===== src/rtl/memcopy_pkg.sv =====
// memcopy_pkg: shared state encoding and default widths for the memcopy sequencer.
package memcopy_pkg;

  localparam int MC_DM_ADDRESS = 9;
  localparam int MC_DATA_W     = 32;
  localparam int MC_COPY_W     = 7;

  typedef enum logic [1:0] {
    IDLE  = 2'd0,
    READ  = 2'd1,
    WRITE = 2'd2,
    DONE  = 2'd3
  } memcopy_state_t;

endpackage


===== src/rtl/memcopy_addr_gen.sv =====
// memcopy_addr_gen: source/destination pointers, remaining-word counter and
// copy direction. With MEMCOPY_OVERLAP_EN defined, a copy whose destination
// lands inside its own source window runs descending (memmove semantics);
// otherwise every copy ascends.
module memcopy_addr_gen #(
  parameter int DM_ADDRESS = 9,
  parameter int copy_w     = 7
) (
  input  logic                  clk,
  input  logic                  reset,
  input  logic                  load_i,
  input  logic                  step_i,
  input  logic [DM_ADDRESS-1:0] src_addr_i,
  input  logic [DM_ADDRESS-1:0] dst_addr_i,
  input  logic [copy_w-1:0]     length_i,
  output logic [DM_ADDRESS-1:0] src_ptr_o,
  output logic [DM_ADDRESS-1:0] dst_ptr_o,
  output logic [copy_w-1:0]     remaining_o,
  output logic                  last_o
);

  logic [DM_ADDRESS-1:0] src_q, src_d, dst_q, dst_d;
  logic [DM_ADDRESS-1:0] src_start, dst_start;
  logic [copy_w-1:0]     rem_q, rem_d;
  logic                  dir_q, dir_d;   // 1 = descending
  logic                  overlap;

`ifdef MEMCOPY_OVERLAP_EN
  // Overlap test uses one extra bit so src+length does not wrap.
  logic [DM_ADDRESS:0]   src_ext, dst_ext, end_ext;
  logic [DM_ADDRESS-1:0] len_m1;
  assign src_ext   = {1'b0, src_addr_i};
  assign dst_ext   = {1'b0, dst_addr_i};
  assign end_ext   = src_ext + (DM_ADDRESS+1)'(length_i);
  assign overlap   = (dst_ext > src_ext) && (dst_ext < end_ext);
  assign len_m1    = DM_ADDRESS'(length_i) - DM_ADDRESS'(1);
  assign src_start = overlap ? src_addr_i + len_m1 : src_addr_i;
  assign dst_start = overlap ? dst_addr_i + len_m1 : dst_addr_i;
`else
  assign overlap   = 1'b0;
  assign src_start = src_addr_i;
  assign dst_start = dst_addr_i;
`endif

  // Load on start, otherwise step both pointers (mod 2^DM_ADDRESS) per written word.
  always_comb begin
    src_d = src_q;
    dst_d = dst_q;
    rem_d = rem_q;
    dir_d = dir_q;
    if (load_i) begin
      src_d = src_start;
      dst_d = dst_start;
      rem_d = length_i;
      dir_d = overlap;
    end else if (step_i) begin
      src_d = dir_q ? src_q - DM_ADDRESS'(1) : src_q + DM_ADDRESS'(1);
      dst_d = dir_q ? dst_q - DM_ADDRESS'(1) : dst_q + DM_ADDRESS'(1);
      rem_d = rem_q - copy_w'(1);
    end
  end

  // Pointer/counter registers, cleared by synchronous reset.
  always_ff @(posedge clk) begin
    if (!reset) begin
      src_q <= '0;
      dst_q <= '0;
      rem_q <= '0;
      dir_q <= 1'b0;
    end else begin
      src_q <= src_d;
      dst_q <= dst_d;
      rem_q <= rem_d;
      dir_q <= dir_d;
    end
  end

  assign src_ptr_o   = src_q;
  assign dst_ptr_o   = dst_q;
  assign remaining_o = rem_q;
  assign last_o      = (rem_q == copy_w'(1));

endmodule


===== src/rtl/memcopy_sequencer.sv =====
// memcopy_sequencer: owns the data-memory port while a memcopy runs, one
// read/write pair per word, stalling the PC until DONE. In IDLE and DONE the
// CPU load/store path passes straight through. Optional macro
// MEMCOPY_OVERLAP_EN selects memmove-style descending copies on overlap.
module memcopy_sequencer
  import memcopy_pkg::*;
#(
  parameter int DM_ADDRESS = MC_DM_ADDRESS,
  parameter int DATA_W     = MC_DATA_W,
  parameter int copy_w     = MC_COPY_W
) (
  input  logic                  clk,
  input  logic                  reset,
  input  logic                  start,
  input  logic [DM_ADDRESS-1:0] src_addr,
  input  logic [DM_ADDRESS-1:0] dst_addr,
  input  logic [copy_w-1:0]     length,
  input  logic                  cpu_mem_read,
  input  logic                  cpu_mem_write,
  input  logic [DM_ADDRESS-1:0] cpu_addr,
  input  logic [DATA_W-1:0]     cpu_wdata,
  input  logic [DATA_W-1:0]     mem_rdata,
  output logic                  mem_read,
  output logic                  mem_write,
  output logic [DM_ADDRESS-1:0] mem_addr,
  output logic [DATA_W-1:0]     mem_wdata,
  output logic                  stall,
  output logic                  busy,
  output logic                  done
);

  memcopy_state_t        state_q, state_d;
  logic [DATA_W-1:0]     data_q, data_d;
  logic                  load, step, last;
  logic [DM_ADDRESS-1:0] src_ptr, dst_ptr;
  logic [copy_w-1:0]     remaining;

  memcopy_addr_gen #(
    .DM_ADDRESS(DM_ADDRESS),
    .copy_w    (copy_w)
  ) u_addr_gen (
    .clk        (clk),
    .reset      (reset),
    .load_i     (load),
    .step_i     (step),
    .src_addr_i (src_addr),
    .dst_addr_i (dst_addr),
    .length_i   (length),
    .src_ptr_o  (src_ptr),
    .dst_ptr_o  (dst_ptr),
    .remaining_o(remaining),
    .last_o     (last)
  );

  // Next-state and memory-port mux; reset overrides everything last.
  always_comb begin
    state_d   = state_q;
    data_d    = data_q;
    mem_read  = cpu_mem_read;
    mem_write = cpu_mem_write;
    mem_addr  = cpu_addr;
    mem_wdata = cpu_wdata;
    stall     = 1'b0;
    busy      = 1'b0;
    done      = 1'b0;
    load      = 1'b0;
    step      = 1'b0;
    case (state_q)
      IDLE: begin
        stall = start;
        if (start) begin
          load    = 1'b1;
          state_d = (length != '0) ? READ : DONE;
        end
      end
      READ: begin
        mem_read  = 1'b1;
        mem_write = 1'b0;
        mem_addr  = src_ptr;
        mem_wdata = data_q;
        stall     = 1'b1;
        busy      = 1'b1;
        data_d    = mem_rdata;
        state_d   = WRITE;
      end
      WRITE: begin
        mem_read  = 1'b0;
        mem_write = 1'b1;
        mem_addr  = dst_ptr;
        mem_wdata = data_q;
        stall     = 1'b1;
        busy      = 1'b1;
        step      = 1'b1;
        // remaining still holds the pre-decrement count here
        state_d   = last ? DONE : READ;
      end
      DONE: begin
        done    = 1'b1;
        state_d = IDLE;
      end
      default: state_d = IDLE;
    endcase
    if (!reset) begin
      state_d   = IDLE;
      data_d    = '0;
      mem_read  = 1'b0;
      mem_write = 1'b0;
      stall     = 1'b0;
      busy      = 1'b0;
      done      = 1'b0;
      load      = 1'b0;
      step      = 1'b0;
    end
  end

  // State and read-data registers.
  always_ff @(posedge clk) begin
    if (!reset) begin
      state_q <= IDLE;
      data_q  <= '0;
    end else begin
      state_q <= state_d;
      data_q  <= data_d;
    end
  end

endmodule


===== config.mk =====
export PLATFORM = sky130hd
export DESIGN_NAME = memcopy_sequencer
export DESIGN_NICKNAME = d
export VERILOG_FILES = /design/src/rtl/memcopy_pkg.sv /design/src/rtl/memcopy_addr_gen.sv /design/src/rtl/memcopy_sequencer.sv
export SDC_FILE = /design/constraint.sdc
export NUM_CORES = 1
export LEC_CHECK = 0
export BUFFER_PORTS_ARGS = -buffer_cell sky130_fd_sc_hd__buf_2
export CORE_MARGIN = 4
export CORE_UTILIZATION = 30
export DETAILED_ROUTE_END_ITERATION = 6
export PLACE_DENSITY = 0.52
export SLEW_MARGIN = 20
export SYNTH_ARGS = -nofsm -noshare
export SYNTH_HDL_FRONTEND = slang
export SYNTH_SLANG_ARGS = --single-unit
export TNS_END_PERCENT = 30

===== constraint.sdc =====
create_clock -name clk -period 6.81 [get_ports clk]
set_input_delay 1.7025 -clock clk [delete_from_list [all_inputs] [get_ports clk]]
set_output_delay 1.7025 -clock clk [all_outputs]
set_load 0.02 [all_outputs]

== Word level (Yosys, flattened, before mapping) ==
Index checks and enable logic that the tools add are counted.

* Logic and storage cells: 44
* Input bits: 103
* Register bits: 59

* Muxes and demuxes: 27
* Reductions and logical operators: 4
* Add/subtract/negate cells: 3
* Equal/unequal tests: 5

{| class="wikitable"
|+ Operators with widths
! kind !! number
|-
| two-way mux 9 bit || 4
|-
| two-way mux 32 bit || 1
|-
| adder 9 x 1 -> 9 bit, second input constant || 2
|-
| case mux 9 bit (2 select lines) || 1
|-
| two-way mux 7 bit || 2
|-
| two-way mux 1 bit || 12
|-
| case mux 2 bit (4 select lines) || 1
|-
| == test 7 x 1 -> 1 bit, second input constant || 1
|-
| nonzero test 7 bit || 1
|-
| subtractor 7 x 1 -> 7 bit, second input constant || 1
|-
| two-way mux 2 bit || 3
|-
| case mux 1 bit (2 select lines) || 3
|-
| == test 2 bit, second input constant || 2
|-
| == test 2 x 1 -> 1 bit, second input constant || 1
|-
| zero test 2 bit || 1
|-
| != test 2 bit, second input constant || 1
|-
| nonzero test 2 bit || 1
|-
| OR reduction 2 bit || 1
|}

== Depth between registers and ports, before layout ==
* Word-level depth: 5
* Gate-level depth with buffers: 7
* Gate-level depth less buffers: 5

== Modules after synthesis ==
From an unflattened synthesis, not the netlist that was laid out.

* Cell total of the unflattened synthesis: 369
* Area, all modules: 3,599.7 µm²

{| class="wikitable"
|+ By module, submodules not included
! module !! area an instance (µm²) !! sequential area each (µm²) !! times used !! cells an instance
|-
| memcopy_sequencer || 2,218.4 || 680.7 || 1 || 202
|-
| memcopy_addr_gen || 1,381.3 || 500.5 || 1 || 167
|}

== Worst setup path before layout ==
Ideal clock, no wire load.

* Path type: input-to-output
* From: input reset
* To: output mem_read
* Buffers on the path: 2
* Cell stages on the path: 4
* Arrival: 2.558 ns
* Setup slack: 2.549 ns
* Cells stage by stage: clkbuf_1 -> inv_2 -> buf_1 -> nor2_1

* Cells in the longest elaborated chain, start to end: 1

{| class="wikitable"
|+ Ends and longest elaborated chain
! what !! RTL line !! RTL
|-
| start, declared || memcopy_sequencer.sv:13 || <nowiki>input logic reset,</nowiki>
|-
| two-way mux 1 bit || memcopy_sequencer.sv:103 || <nowiki>if (!reset) begin</nowiki>
|-
| end, declared || memcopy_sequencer.sv:23 || <nowiki>output logic mem_read,</nowiki>
|}

No other way between the ends.

== Worst setup path in the final report ==
* From: input reset
* To: output stall

* Cells in the longest elaborated chain, start to end: 1

{| class="wikitable"
|+ Ends and longest elaborated chain
! what !! RTL line !! RTL
|-
| two-way mux 1 bit || memcopy_sequencer.sv:103 ||
|-
| end, declared || memcopy_sequencer.sv:27 || <nowiki>output logic stall,</nowiki>
|}

No other way between the ends.

==> summary.txt <==
Yosys
  – Synth Area in XOR/XNOR: 3.046%
  – Ys flop type: dfxtp_1
  – Mapped Nets: 464
  – Largest family of logic cells by synthesized area: multiplexers
  – Ys async rst share: 0%
  – Mux cell area share after synthesis: 22.78%
  – Synth Area in Compound Gates: 14.64%
  – Yosys warns: 0
  – Avg Cell Area, Syn: 9.011 sq um
  – Mapped cell area: 0.003163 sq mm
  – Post-Synth Adder-Cell Area: 3.956%
  – Synth Area in Simple Gates: 14.32%
  – Synth Instances: 351
  – Post-synthesis sequential area ratio: 37.34%
  – Synthesized flop and latch total: 59
  – Number of synthesized flops with an enable pin: 0
  – Cell variety after synth: 36

Floorplanning
  – I/O Pins: 149
  – Placement Rows: 37
  – Die ar.: 0.01225 sq mm
  – Initial Util: 30.78%
  – Die Span Y: 110.7 um
  – Core ar.: 0.01028 sq mm
  – Die X: 110.7 um

Pwr
  – Pwr Density: 519.0 mW/mm^2
  – Leak: 1.865 nW
  – Total power: 0.002226 W
  – Max VDD drop: 0.0003015 V

Hold path
  – WHS Endpoint: data_q[25]$_SDFFE_PN0N_
  – Worst hold start: data_q[25]$_SDFFE_PN0N_
  – WHS Path Cells: 2
  – HP Class: register to register

Placed design
  – DP Wirelength: 6.524 mm
  – # port buffers: 148
  – GPL Wtd Cong: 0.8084

Setup path
  – Largest stage delay, worst path: 0.61 ns
  – Crit-path cells: buf_2, inv_2, nor3_1, buf_2
  – CP required: 5.11 ns
  – Crit end category: output port
  – Reg2Reg Depth: 6
  – Worst setup SP type: primary input
  – Flop2flop setup slack: 4.64 ns
  – R2R Path End: state_q[1]$_SDFFE_PN0P_
  – CP Class: primary input to output port
  – Slowest CP cell: inv_2
  – Cell repeated most along the worst path: buf_2
  – Critical path fanouts, max: 46
  – WP data arrival: 2.87 ns
  – FF-to-FF Start: state_q[1]$_SDFFE_PN0P_

Global route
  – Gr busiest metal: met2
  – Antenna violations before repair: 0
  – Gr ovfl total: 0
  – Total Routing Usage GR: 14.10%
  – Grt met1 use: 17.93%
  – First-pass GRT wire length: 14.26 mm
  – Number of global-route vias before repair: 2993
  – GR Util met3: 3.384%
  – Met2 Track Usage GR: 23.18%
  – Largest net degree at the start of global routing: 55

STA
  – F_max: 0.2187 GHz
  – Worst Skew: 0.008022 ns
  – Final Max Slew Viols: 0
  – Fin. Hold Viols: 0
  – # setup viols final: 0
  – Slew HR: 46.13%
  – RSZ-0062 raised after global routing: false
  – Min Clock Period, post-route: 4.573 ns
  – Tcrit/Tclk final: 67.15%
  – Setup TNS: 0 ns
  – Worst slew pin tran: 0.8080 ns

CTS
  – Setup Buffers After CTS: 0
  – Clock buffer depth: 2
  – CTS clock-pin slew for the worst setup and hold paths: 0.07 ns
  – CTS Hold Bufs: 0
  – Clock sinks: 59
  – Post-CTS Resized: 0
  – Insertion delay to the later sink of the worst-skew pair: 0.32 ns
  – TritonCTS Buffers: 9
  – Root Driver: clkbuf_8
  – CTS tree: built
  – H-tree Lvls: 3

Final layout
  – Area growth syn-to-layout: 35.60%
  – Layout cell share with drive strength beyond 1: 41.58%
  – Final Util: 41.73%
  – Final #Nets: 601
  – # diodes: 0

Route
  – Via count: 3026
  – Remaining antenna violation count: 0
  – Vias/cell: 4.811
  – DRT Pass-1 Iters: 4
  – Routed len/inst: 13.95 um
  – Remaining DRCs: 0
  – Iteration-0 DRC count of the detailed router: 111
  – Post-Route WL: 8.773 mm

Job
  – Number of max-cap violations: 0

Run status
  – Status: complete, no violations
area by class of cell:
cell class	count	area [sq um]
clock inverter	4	120.1
clock buffer	12	155.1
multi-input combinational	260	1873
tap	136	170.2
sequential	59	1181
inverter	7	26.28
fill	1074	5988
timing repair buffer	151	763.2
worst max-delay path by stage:
| stage | startpoint | end | slack (ns) | cells after the start |
|---|---|---|---|---|
| 6_report | reset | stall | 2.24 | 4 |
| 5_1_grt | reset | stall | 2.07 | 4 |
| 4_1_cts | reset | stall | 2.19 | 4 |
| 3_5_place_dp | reset | stall | 2.18 | 4 |
| 3_3_place_gp | reset | stall | 2.22 | 4 |
| 2_1_floorplan | reset | mem_read | 2.55 | 4 |
report_power, final:
group	switching (W)	internal [W]	total (W)
clock network	0.000137	0.000301	0.000438
logic	0.000714	0.000526	0.00124
registers	0.0000956	0.000453	0.000548
total	0.000947	0.00128	0.00223
cells in the mapped netlist, types with 3 or more instances:
master     n  area share (%)
dfxtp_1   59              37
nor2_1    57             6.8
mux2i_1   36              11
mux2_2    32              11
o21ai_0   21             3.3
clkbuf_1  17             2.0
a21oi_1   15             2.4
a211oi_1  10             2.4
a31oi_1   10             2.0
ha_1      10             4.0
a22oi_1    9             2.1
nand2_1    8            0.95
xor2_1     7             1.9
inv_1      6            0.71
nand4_1    6             1.2
buf_1      5            0.59
nand3_1    5            0.79
o31ai_1    5             1.2
or3_1      4            0.79
or4_1      4            0.95
xnor2_1    4             1.1
and2_1     3            0.59
buf_2      3            0.47
nor3_1     3            0.47
metrics by stage:
step	hold slack [ns]	cells	worst slack, ns	instance area [sq um]
2_1_floorplan	0.4544	351	2.549	3163
3_3_place_gp	0.4681	613	2.218	4004
3_5_place_dp	0.4785	613	2.185	4004
4_1_cts	0.4984	629	2.187	4279
5_1_grt	0.5213	629	2.071	4289
6_report	0.4925	629	2.237	4289
kinds of logic (layout without fill, tap and decap cells):
logic type,after synthesis,count (layout)
AOI/OAI and AO/OA,74,74
xor gates and xnor gates,11,11
adders and majority gates,10,10
buffers and inverters,32,174
DFF,59,59
muxes,68,68
and+or+nand+nor,97,97
layout by cell type, fill, tap and decap left out, types with 3 or more instances in the layout:
cell type,synthesis,final
o21ai_0,21,21
buf_2,3,148
mux2_2,32,32
inv_1,6,6
bufinv_16,0,4
nand3_1,5,5
o31ai_1,5,5
or3_1,4,4
clkbuf_8,0,11
nor3_1,3,3
and2_1,3,3
nand4_1,6,6
a22oi_1,9,9
mux2i_1,36,36
dfxtp_1,59,59
xnor2_1,4,4
a21oi_1,15,15
nand2_1,8,8
or4_1,4,4
buf_4,0,3
nor2_1,57,57
xor2_1,7,7
a31oi_1,10,10
a211oi_1,10,10
ha_1,10,8
registers in the layout, summed over array words and instances (netlist names):
signal / cells
data_q: 32
u_addr_gen.dst_ptr_o: 9
u_addr_gen.remaining_o: 7
state_q: 2
u_addr_gen.src_ptr_o: 9
metal layers:
layer	routed length, um	vias to the layer above
li1	-	1535
met1	3890	1387
met2	4233	94
met3	498	10
met4	150	0
met5	0	-
worst max-delay path: cells and delay by family:
family	cells	cell delay, ns
simple gates	1	0.14
buf+inv	3	1.01
Power figures use the tool's default switching activity.
